<file path="src/rtl/control_fsm.sv">
// control_fsm: multi-cycle RV32I sequencer; drives every data-path strobe/select from state + latched instruction.
// Latency 2-4 cycles FETCH to FETCH; no backpressure, the FSM advances every cycle.
module control_fsm #(
    parameter bit TRAP_ON_ILLEGAL = 1'b1
) (
    input  logic        clk,
    input  logic        reset,
    input  logic [31:0] instruction,
    output logic        execute_result_write_enable,
    output logic        load_memory_data_write_enable,
    output logic        pc_write_enable,
    output logic        instruction_write_enable,
    output logic        register_file_write_enable,
    output logic        write_immediate_to_register_file,
    output logic        write_load_memory_to_register_file,
    output logic        write_execute_result_to_pc,
    output logic        write_execute_result_to_pc_if_compare_met,
    output logic        write_pc_inc_to_register_file,
    output logic        use_execute_result_for_read_memory,
    output logic        execute_alu,
    output logic        execute_compare,
    output logic        execute_shift,
    output logic        execute_csr,
    output logic        use_immediate,
    output logic        use_immediate_for_compare,
    output logic        use_pc_for_alu,
    output logic        handle_trap,
    output logic        exit_trap,
    output logic [2:0]  immediate_type,
    output logic [2:0]  alu_type,
    output logic [1:0]  shift_type,
    output logic [2:0]  compare_type,
    output logic [2:0]  load_memory_decoder_type,
    output logic [1:0]  store_memory_encoder_type,
    output logic        memory_write_enable,
    output logic        csr_write_enable,
    output logic [1:0]  csr_op,
    output logic [3:0]  trap_cause,
    output logic        retire,
    output logic [2:0]  state
);
    typedef enum logic [2:0] {
        FETCH = 3'd0, EXECUTE = 3'd1, WRITEBACK = 3'd2, JUMP = 3'd3,
        BRANCH = 3'd4, LOAD_READ = 3'd5, LOAD_WB = 3'd6, STORE = 3'd7
    } state_t;

    localparam logic [6:0] OPC_OP = 7'b0110011, OPC_OPIMM = 7'b0010011, OPC_LUI = 7'b0110111,
                           OPC_AUIPC = 7'b0010111, OPC_JAL = 7'b1101111, OPC_JALR = 7'b1100111,
                           OPC_BRANCH = 7'b1100011, OPC_LOAD = 7'b0000011, OPC_STORE = 7'b0100011,
                           OPC_FENCE = 7'b0001111, OPC_SYSTEM = 7'b1110011;
    localparam logic [2:0] IMM_I = 3'd0, IMM_S = 3'd1, IMM_B = 3'd2, IMM_U = 3'd3, IMM_J = 3'd4;
    localparam logic [2:0] ALU_ADD = 3'd0, ALU_SUB = 3'd1, ALU_AND = 3'd2, ALU_OR = 3'd3, ALU_XOR = 3'd4;
    localparam logic [1:0] SH_SLL = 2'd0, SH_SRL = 2'd1, SH_SRA = 2'd2;

    state_t state_q, state_d;

    logic [6:0] opcode;
    logic [2:0] funct3;
    logic       funct7b5, is_ecall, is_ebreak, is_mret, is_legal, exec_short;

    assign opcode    = instruction[6:0];
    assign funct3    = instruction[14:12];
    assign funct7b5  = instruction[30];
    assign is_ecall  = (instruction == 32'h0000_0073);
    assign is_ebreak = (instruction == 32'h0010_0073);
    assign is_mret   = (instruction == 32'h3020_0073);

    always_comb begin
        is_legal = 1'b0;
        case (opcode)
            OPC_OP, OPC_OPIMM, OPC_LUI, OPC_AUIPC, OPC_JAL, OPC_JALR,
            OPC_BRANCH, OPC_LOAD, OPC_STORE, OPC_FENCE: is_legal = 1'b1;
            OPC_SYSTEM: is_legal = (funct3[1:0] != 2'b00) || is_ecall || is_ebreak || is_mret;
            default:    is_legal = 1'b0;
        endcase
    end

    // Instructions that finish in EXECUTE; illegal ones return to FETCH whether trapped or not.
    assign exec_short = (opcode == OPC_LUI) || (opcode == OPC_FENCE) || is_ecall || is_ebreak || !is_legal;

    always_ff @(posedge clk or posedge reset) begin
        if (reset) state_q <= FETCH;
        else       state_q <= state_d;
    end

    always_comb begin
        state_d = FETCH;
        case (state_q)
            FETCH:     state_d = EXECUTE;
            EXECUTE: begin
                if (!exec_short) begin
                    case (opcode)
                        OPC_JAL, OPC_JALR: state_d = JUMP;
                        OPC_BRANCH:        state_d = BRANCH;
                        OPC_LOAD:          state_d = LOAD_READ;
                        OPC_STORE:         state_d = STORE;
                        OPC_SYSTEM:        state_d = is_mret ? JUMP : WRITEBACK;
                        default:           state_d = WRITEBACK;
                    endcase
                end
            end
            LOAD_READ: state_d = LOAD_WB;
            default:   state_d = FETCH;
        endcase
    end

    always_comb begin
        execute_result_write_enable = 1'b0;  load_memory_data_write_enable = 1'b0;
        pc_write_enable = 1'b0;              instruction_write_enable = 1'b0;
        register_file_write_enable = 1'b0;   write_immediate_to_register_file = 1'b0;
        write_load_memory_to_register_file = 1'b0; write_execute_result_to_pc = 1'b0;
        write_execute_result_to_pc_if_compare_met = 1'b0; write_pc_inc_to_register_file = 1'b0;
        use_execute_result_for_read_memory = 1'b0; execute_alu = 1'b0;
        execute_compare = 1'b0;  execute_shift = 1'b0;  execute_csr = 1'b0;
        use_immediate = 1'b0;    use_immediate_for_compare = 1'b0;  use_pc_for_alu = 1'b0;
        handle_trap = 1'b0;      exit_trap = 1'b0;
        immediate_type = IMM_I;  alu_type = ALU_ADD;  shift_type = SH_SLL;  compare_type = 3'd0;
        load_memory_decoder_type = 3'd0;  store_memory_encoder_type = 2'd0;
        memory_write_enable = 1'b0;  csr_write_enable = 1'b0;  csr_op = 2'd0;  trap_cause = 4'd0;
        if (!reset) begin
            case (state_q)
                FETCH: instruction_write_enable = 1'b1;
                EXECUTE: begin
                    if (!is_legal) begin
                        pc_write_enable = 1'b1;
                        if (TRAP_ON_ILLEGAL) begin
                            handle_trap = 1'b1;
                            trap_cause  = 4'd2;
                        end
                    end else begin
                        case (opcode)
                            OPC_OP, OPC_OPIMM: begin
                                execute_result_write_enable = 1'b1;
                                use_immediate = (opcode == OPC_OPIMM);
                                case (funct3)
                                    3'b000: begin
                                        execute_alu = 1'b1;
                                        alu_type = (opcode == OPC_OP && funct7b5) ? ALU_SUB : ALU_ADD;
                                    end
                                    3'b001: execute_shift = 1'b1;
                                    3'b010, 3'b011: begin
                                        execute_compare = 1'b1;
                                        compare_type = funct3[0] ? 3'b110 : 3'b100;
                                        use_immediate_for_compare = (opcode == OPC_OPIMM);
                                    end
                                    3'b100: begin execute_alu = 1'b1; alu_type = ALU_XOR; end
                                    3'b101: begin
                                        execute_shift = 1'b1;
                                        shift_type = funct7b5 ? SH_SRA : SH_SRL;
                                    end
                                    3'b110: begin execute_alu = 1'b1; alu_type = ALU_OR; end
                                    default: begin execute_alu = 1'b1; alu_type = ALU_AND; end
                                endcase
                            end
                            OPC_LUI: begin
                                immediate_type = IMM_U;
                                write_immediate_to_register_file = 1'b1;
                                register_file_write_enable = 1'b1;
                                pc_write_enable = 1'b1;
                            end
                            OPC_AUIPC, OPC_JAL, OPC_BRANCH: begin
                                execute_result_write_enable = 1'b1;
                                execute_alu = 1'b1;
                                use_pc_for_alu = 1'b1;
                                use_immediate = 1'b1;
                                immediate_type = (opcode == OPC_AUIPC) ? IMM_U :
                                                 (opcode == OPC_JAL)   ? IMM_J : IMM_B;
                                if (opcode == OPC_BRANCH) compare_type = funct3;
                            end
                            OPC_JALR, OPC_LOAD, OPC_STORE: begin
                                execute_result_write_enable = 1'b1;
                                execute_alu = 1'b1;
                                use_immediate = 1'b1;
                                immediate_type = (opcode == OPC_STORE) ? IMM_S : IMM_I;
                            end
                            OPC_FENCE: pc_write_enable = 1'b1;
                            OPC_SYSTEM: begin
                                if (is_ecall || is_ebreak) begin
                                    handle_trap = 1'b1;
                                    pc_write_enable = 1'b1;
                                    trap_cause = is_ecall ? 4'd11 : 4'd3;
                                end else if (is_mret) begin
                                    execute_result_write_enable = 1'b1;
                                    exit_trap = 1'b1;
                                end else begin
                                    execute_result_write_enable = 1'b1;
                                    execute_csr = 1'b1;
                                    csr_write_enable = 1'b1;
                                    csr_op = funct3[1:0];
                                    use_immediate = funct3[2];
                                end
                            end
                            default: ;
                        endcase
                    end
                end
                WRITEBACK: begin
                    register_file_write_enable = 1'b1;
                    pc_write_enable = 1'b1;
                end
                JUMP: begin
                    write_execute_result_to_pc = 1'b1;
                    pc_write_enable = 1'b1;
                    register_file_write_enable = !is_mret;
                    write_pc_inc_to_register_file = !is_mret;
                end
                BRANCH: begin
                    write_execute_result_to_pc_if_compare_met = 1'b1;
                    pc_write_enable = 1'b1;
                end
                LOAD_READ: begin
                    use_execute_result_for_read_memory = 1'b1;
                    load_memory_data_write_enable = 1'b1;
                    load_memory_decoder_type = funct3;
                end
                LOAD_WB: begin
                    write_load_memory_to_register_file = 1'b1;
                    register_file_write_enable = 1'b1;
                    pc_write_enable = 1'b1;
                end
                default: begin
                    memory_write_enable = 1'b1;
                    store_memory_encoder_type = funct3[1:0];
                    pc_write_enable = 1'b1;
                end
            endcase
        end
    end

    assign retire = pc_write_enable;
    assign state  = state_q;
endmodule
</file>
<file path="config.mk">
export PLATFORM = sky130hd
export DESIGN_NAME = control_fsm
export DESIGN_NICKNAME = d
export VERILOG_FILES = /design/src/rtl/control_fsm.sv
export SDC_FILE = /design/constraint.sdc
export NUM_CORES = 1
export LEC_CHECK = 0
export CAP_MARGIN = 40
export CORE_MARGIN = 4
export CORE_UTILIZATION = 37
export CTS_CLUSTER_SIZE = 40
export DETAILED_ROUTE_END_ITERATION = 8
export GPL_TIMING_DRIVEN = 0
export HOLD_SLACK_MARGIN = 0.03
export PLACE_DENSITY = 0.94
export SLEW_MARGIN = 15
export SYNTH_ARGS = -nofsm -noshare
export SYNTH_HDL_FRONTEND = slang
export SYNTH_SLANG_ARGS = --single-unit
</file>
<file path="constraint.sdc">
create_clock -name clk -period 6.1 [get_ports clk]
set_input_delay 1.22 -clock clk [delete_from_list [all_inputs] [get_ports clk]]
set_output_delay 1.22 -clock clk [all_outputs]
set_load 0.01 [all_outputs]
</file>
==> flow_summary.yaml <==
worst_setup_path:
  crit_type: "input port to primary output"
  cp_max_fo: 3
  crit_top_cell: "clkdlybuf4s50_1"
  cp-end-kind: "primary output"
  crit_required_ns: 4.88
  reg2regPathDepth: 4
  arrival_ns: 3.60
  path_cells: "clkdlybuf4s50_1, nor4_2, nand4_2, nor4_1, o2111ai_1, o2bb2ai_1, buf_4, clkdlybuf4s50_1"
  r2r_slack_ns: 4.94
  crit_slowest_cell: "clkdlybuf4s50_1"
  critPathMaxStageDelay_ns: 0.47
  setup.worst_path.start_class: "input port"
route:
  drt_iter0_drc: 71
  wl_per_cell_um: 14.0
  wl_um: 3870
  avgViaCountPerCell: 5.57
  vias: 1537
  postRouteAntennaNets: 0
  dr.pass1.iters: 4
  drc: 0
pwr:
  p_sw_share_pct: 40.6
  clockPowerShare_pct: 16.1
  power.switching_uw: 86.5
  p_per_area_nw_per_um2: 111
  p_comb_share_pct: 67.6
  p_leak_nw: 0.676
  ir_drop_uv: 199
  p_int_uw: 126
  pwr-share-seq_pct: 16.3
yosys:
  synth_flop_cell: "dfrtp_1"
  syn_nets: 197
  synth_area_um2: 1070
  synth_top_area_share_pct: 8.41
  syn_inst: 163
  ys_seq_area_share_pct: 7.01
  avgSynthCellArea_um2: 6.57
  synth_area_leaders: "nor3_1 (8.4%), nor2_1 (8.1%), dfrtp_1 (7.0%)"
  ys_ff_latch: 3
  synth_warnings: 0
  synth_edf_count: 0
  synth_cell_types: 52
  synth_top_area_cell: "nor3_1"
  synthArstFlopShare_pct: 100
clock_network:
  cts_buffers: 3
  cts_tree: "done"
  ctsResizeCount: 0
  postCtsHoldBufs: 0
  clockRootBuffer: "clkbuf_4"
  cts_num_sinks: 3
  path_clk_slew_ns: 0.04
  clkLatencyLatePin_ns: 0.23
  clock_path_buffers: 2
  postCtsSetupBuffers: 0
  htree_levels: 1
timing:
  tns_ns: 0
  clock_skew_ns: 0.00466
  finalCriticalPeriod_ns: 4.82
  hold_violations: 0
  slew_viol_final: 0
  setup_ws_ns: 1.28
  rsz0062_at_grt: "no"
  finalSetupViolCount: 0
  max_freq_mhz: 208
  fin_crit_sh_pct: 79.0
place:
  dp_slack_ns: 1.28
  gp_congestion: 0.856
  numPortBuffers: 78
  dp_hpwl_um: 3200
cells_and_area:
  area_delta_synth_final_pct: 79.0
  nNetsFinal: 280
  largest_register_ffs: 3
  drive_above_1_share_pct: 13.1
  antenna_cells: 0
global_routing:
  grt_pass1_vias: 1405
  grtUsageTotal_pct: 21.0
  grt_overflow: 0
  antenna_found_initial: 0
  grt_pass1_wl_um: 6250
  grt_max_degree: 11
floorplan:
  fp.dieH_um: 61.8
  initial_utilization_pct: 38.8
  ios: 82
  fp.coreArea_um2: 2760
  die_w_um: 61.8
  rows: 19
  dieArea_um2: 3820
flow_run:
  cap_violations: 0
run_status:
  status: "complete, no violations"
min_path:
  hp-class: "flop to flop"
  whs_path_depth: 2
==> through the flow <==
| step | cell area [um2] | std cells | utilization, % | hold WS (ns) | total power, mW |
|---|---|---|---|---|---|
| 2_1_floorplan | 1070 | 163 | - | 0.607 | 0.109 |
| 3_3_place_gp | 1890 | 272 | 68.6 | 0.564 | 0.174 |
| 3_5_place_dp | 1890 | 272 | 68.6 | 0.569 | 0.177 |
| 4_1_cts | 1920 | 276 | 69.5 | 0.564 | 0.213 |
| 5_1_grt | 1920 | 276 | 69.5 | 0.586 | 0.230 |
| 6_report | 1920 | 276 | 69.5 | 0.566 | 0.213 |
==> power groups by stage <==
stage          Clock (mW)  Sequential [mW]  Combinational [mW]
6_report           0.0343           0.0347               0.144
5_1_grt            0.0378           0.0359               0.156
4_1_cts            0.0350           0.0342               0.143
3_5_place_dp            0           0.0346               0.143
3_3_place_gp            0           0.0342               0.140
2_1_floorplan           0           0.0350              0.0739
==> final timing paths <==
kind | from | endpoint
min reg2reg | state[1]$_DFF_PP0_ | state[0]$_DFF_PP0_
max in group asynchronous | reset | state[1]$_DFF_PP0_
max reg2reg | state[0]$_DFF_PP0_ | state[1]$_DFF_PP0_
min in group asynchronous | reset | state[0]$_DFF_PP0_
min | state[1]$_DFF_PP0_ | state[0]$_DFF_PP0_
max | instruction[10] | retire
==> synthesized netlist by cell type, types with 2 or more instances <==
| master | count |
|---|---|
| nor2_1 | 23 |
| nor3_1 | 18 |
| nand2_1 | 9 |
| a21oi_1 | 8 |
| nand3_1 | 8 |
| buf_2 | 6 |
| inv_1 | 6 |
| buf_4 | 5 |
| o21ai_0 | 5 |
| and3_1 | 4 |
| nor2b_1 | 4 |
| nor4_1 | 4 |
| nor4_2 | 4 |
| and2_1 | 3 |
| and4_1 | 3 |
| clkbuf_1 | 3 |
| dfrtp_1 | 3 |
| nor3_2 | 3 |
| nor3b_1 | 3 |
| o21a_1 | 3 |
| o21ai_1 | 3 |
| a21o_1 | 2 |
| nand2b_1 | 2 |
| o2bb2ai_1 | 2 |
| or3_4 | 2 |
==> area by class of cell <==
cell class / count / area, um2
Multi-Input combinational cell: 137 / 875
Fill cell: 251 / 841
Timing Repair Buffer: 78 / 781
Buffer: 17 / 98.8
Sequential cell: 3 / 75.1
Tap cell: 31 / 38.8
Clock buffer: 4 / 26.3
Inverter: 6 / 22.5
==> layout by cell type (no fill, tap or decap), types with 4 or more instances in the layout <==
cell / count
nor2b_1: 4
clkdlybuf4s50_1: 78
clkbuf_1: 4
nor4_1: 4
nor4_2: 4
inv_1: 6
nor2_1: 23
nor3_1: 18
o21ai_0: 5
buf_2: 6
nand3_1: 8
nand2_1: 9
a21oi_1: 8
and3_1: 4
buf_4: 5
==> cell families after synthesis <==
group           count (synthesis)  share of synthesized area (%)
simple gates                  102                           58.6
mux                             1                          0.935
compound gates                 33                           21.7
other cells                     1                          0.350
buf+inv                        23                           11.3
flops                           3                           7.01
==> critical path, delay by kind of cell <==
| kind | cells | cell delay, ns |
|---|---|---|
| buffers and inverters | 3 | 1.02 |
| and+or+nand+nor | 3 | 0.95 |
| AOI/OAI and AO/OA | 2 | 0.39 |
==> per-layer routing <==
metal,vias up,global-route usage (%),wire length (um)
li1,759,-,-
met4,0,3.94,17
met2,77,38.4,1910
met1,699,26.6,1580
met5,-,0,0
met3,2,2.07,365
(Power assumes the default switching activity.)
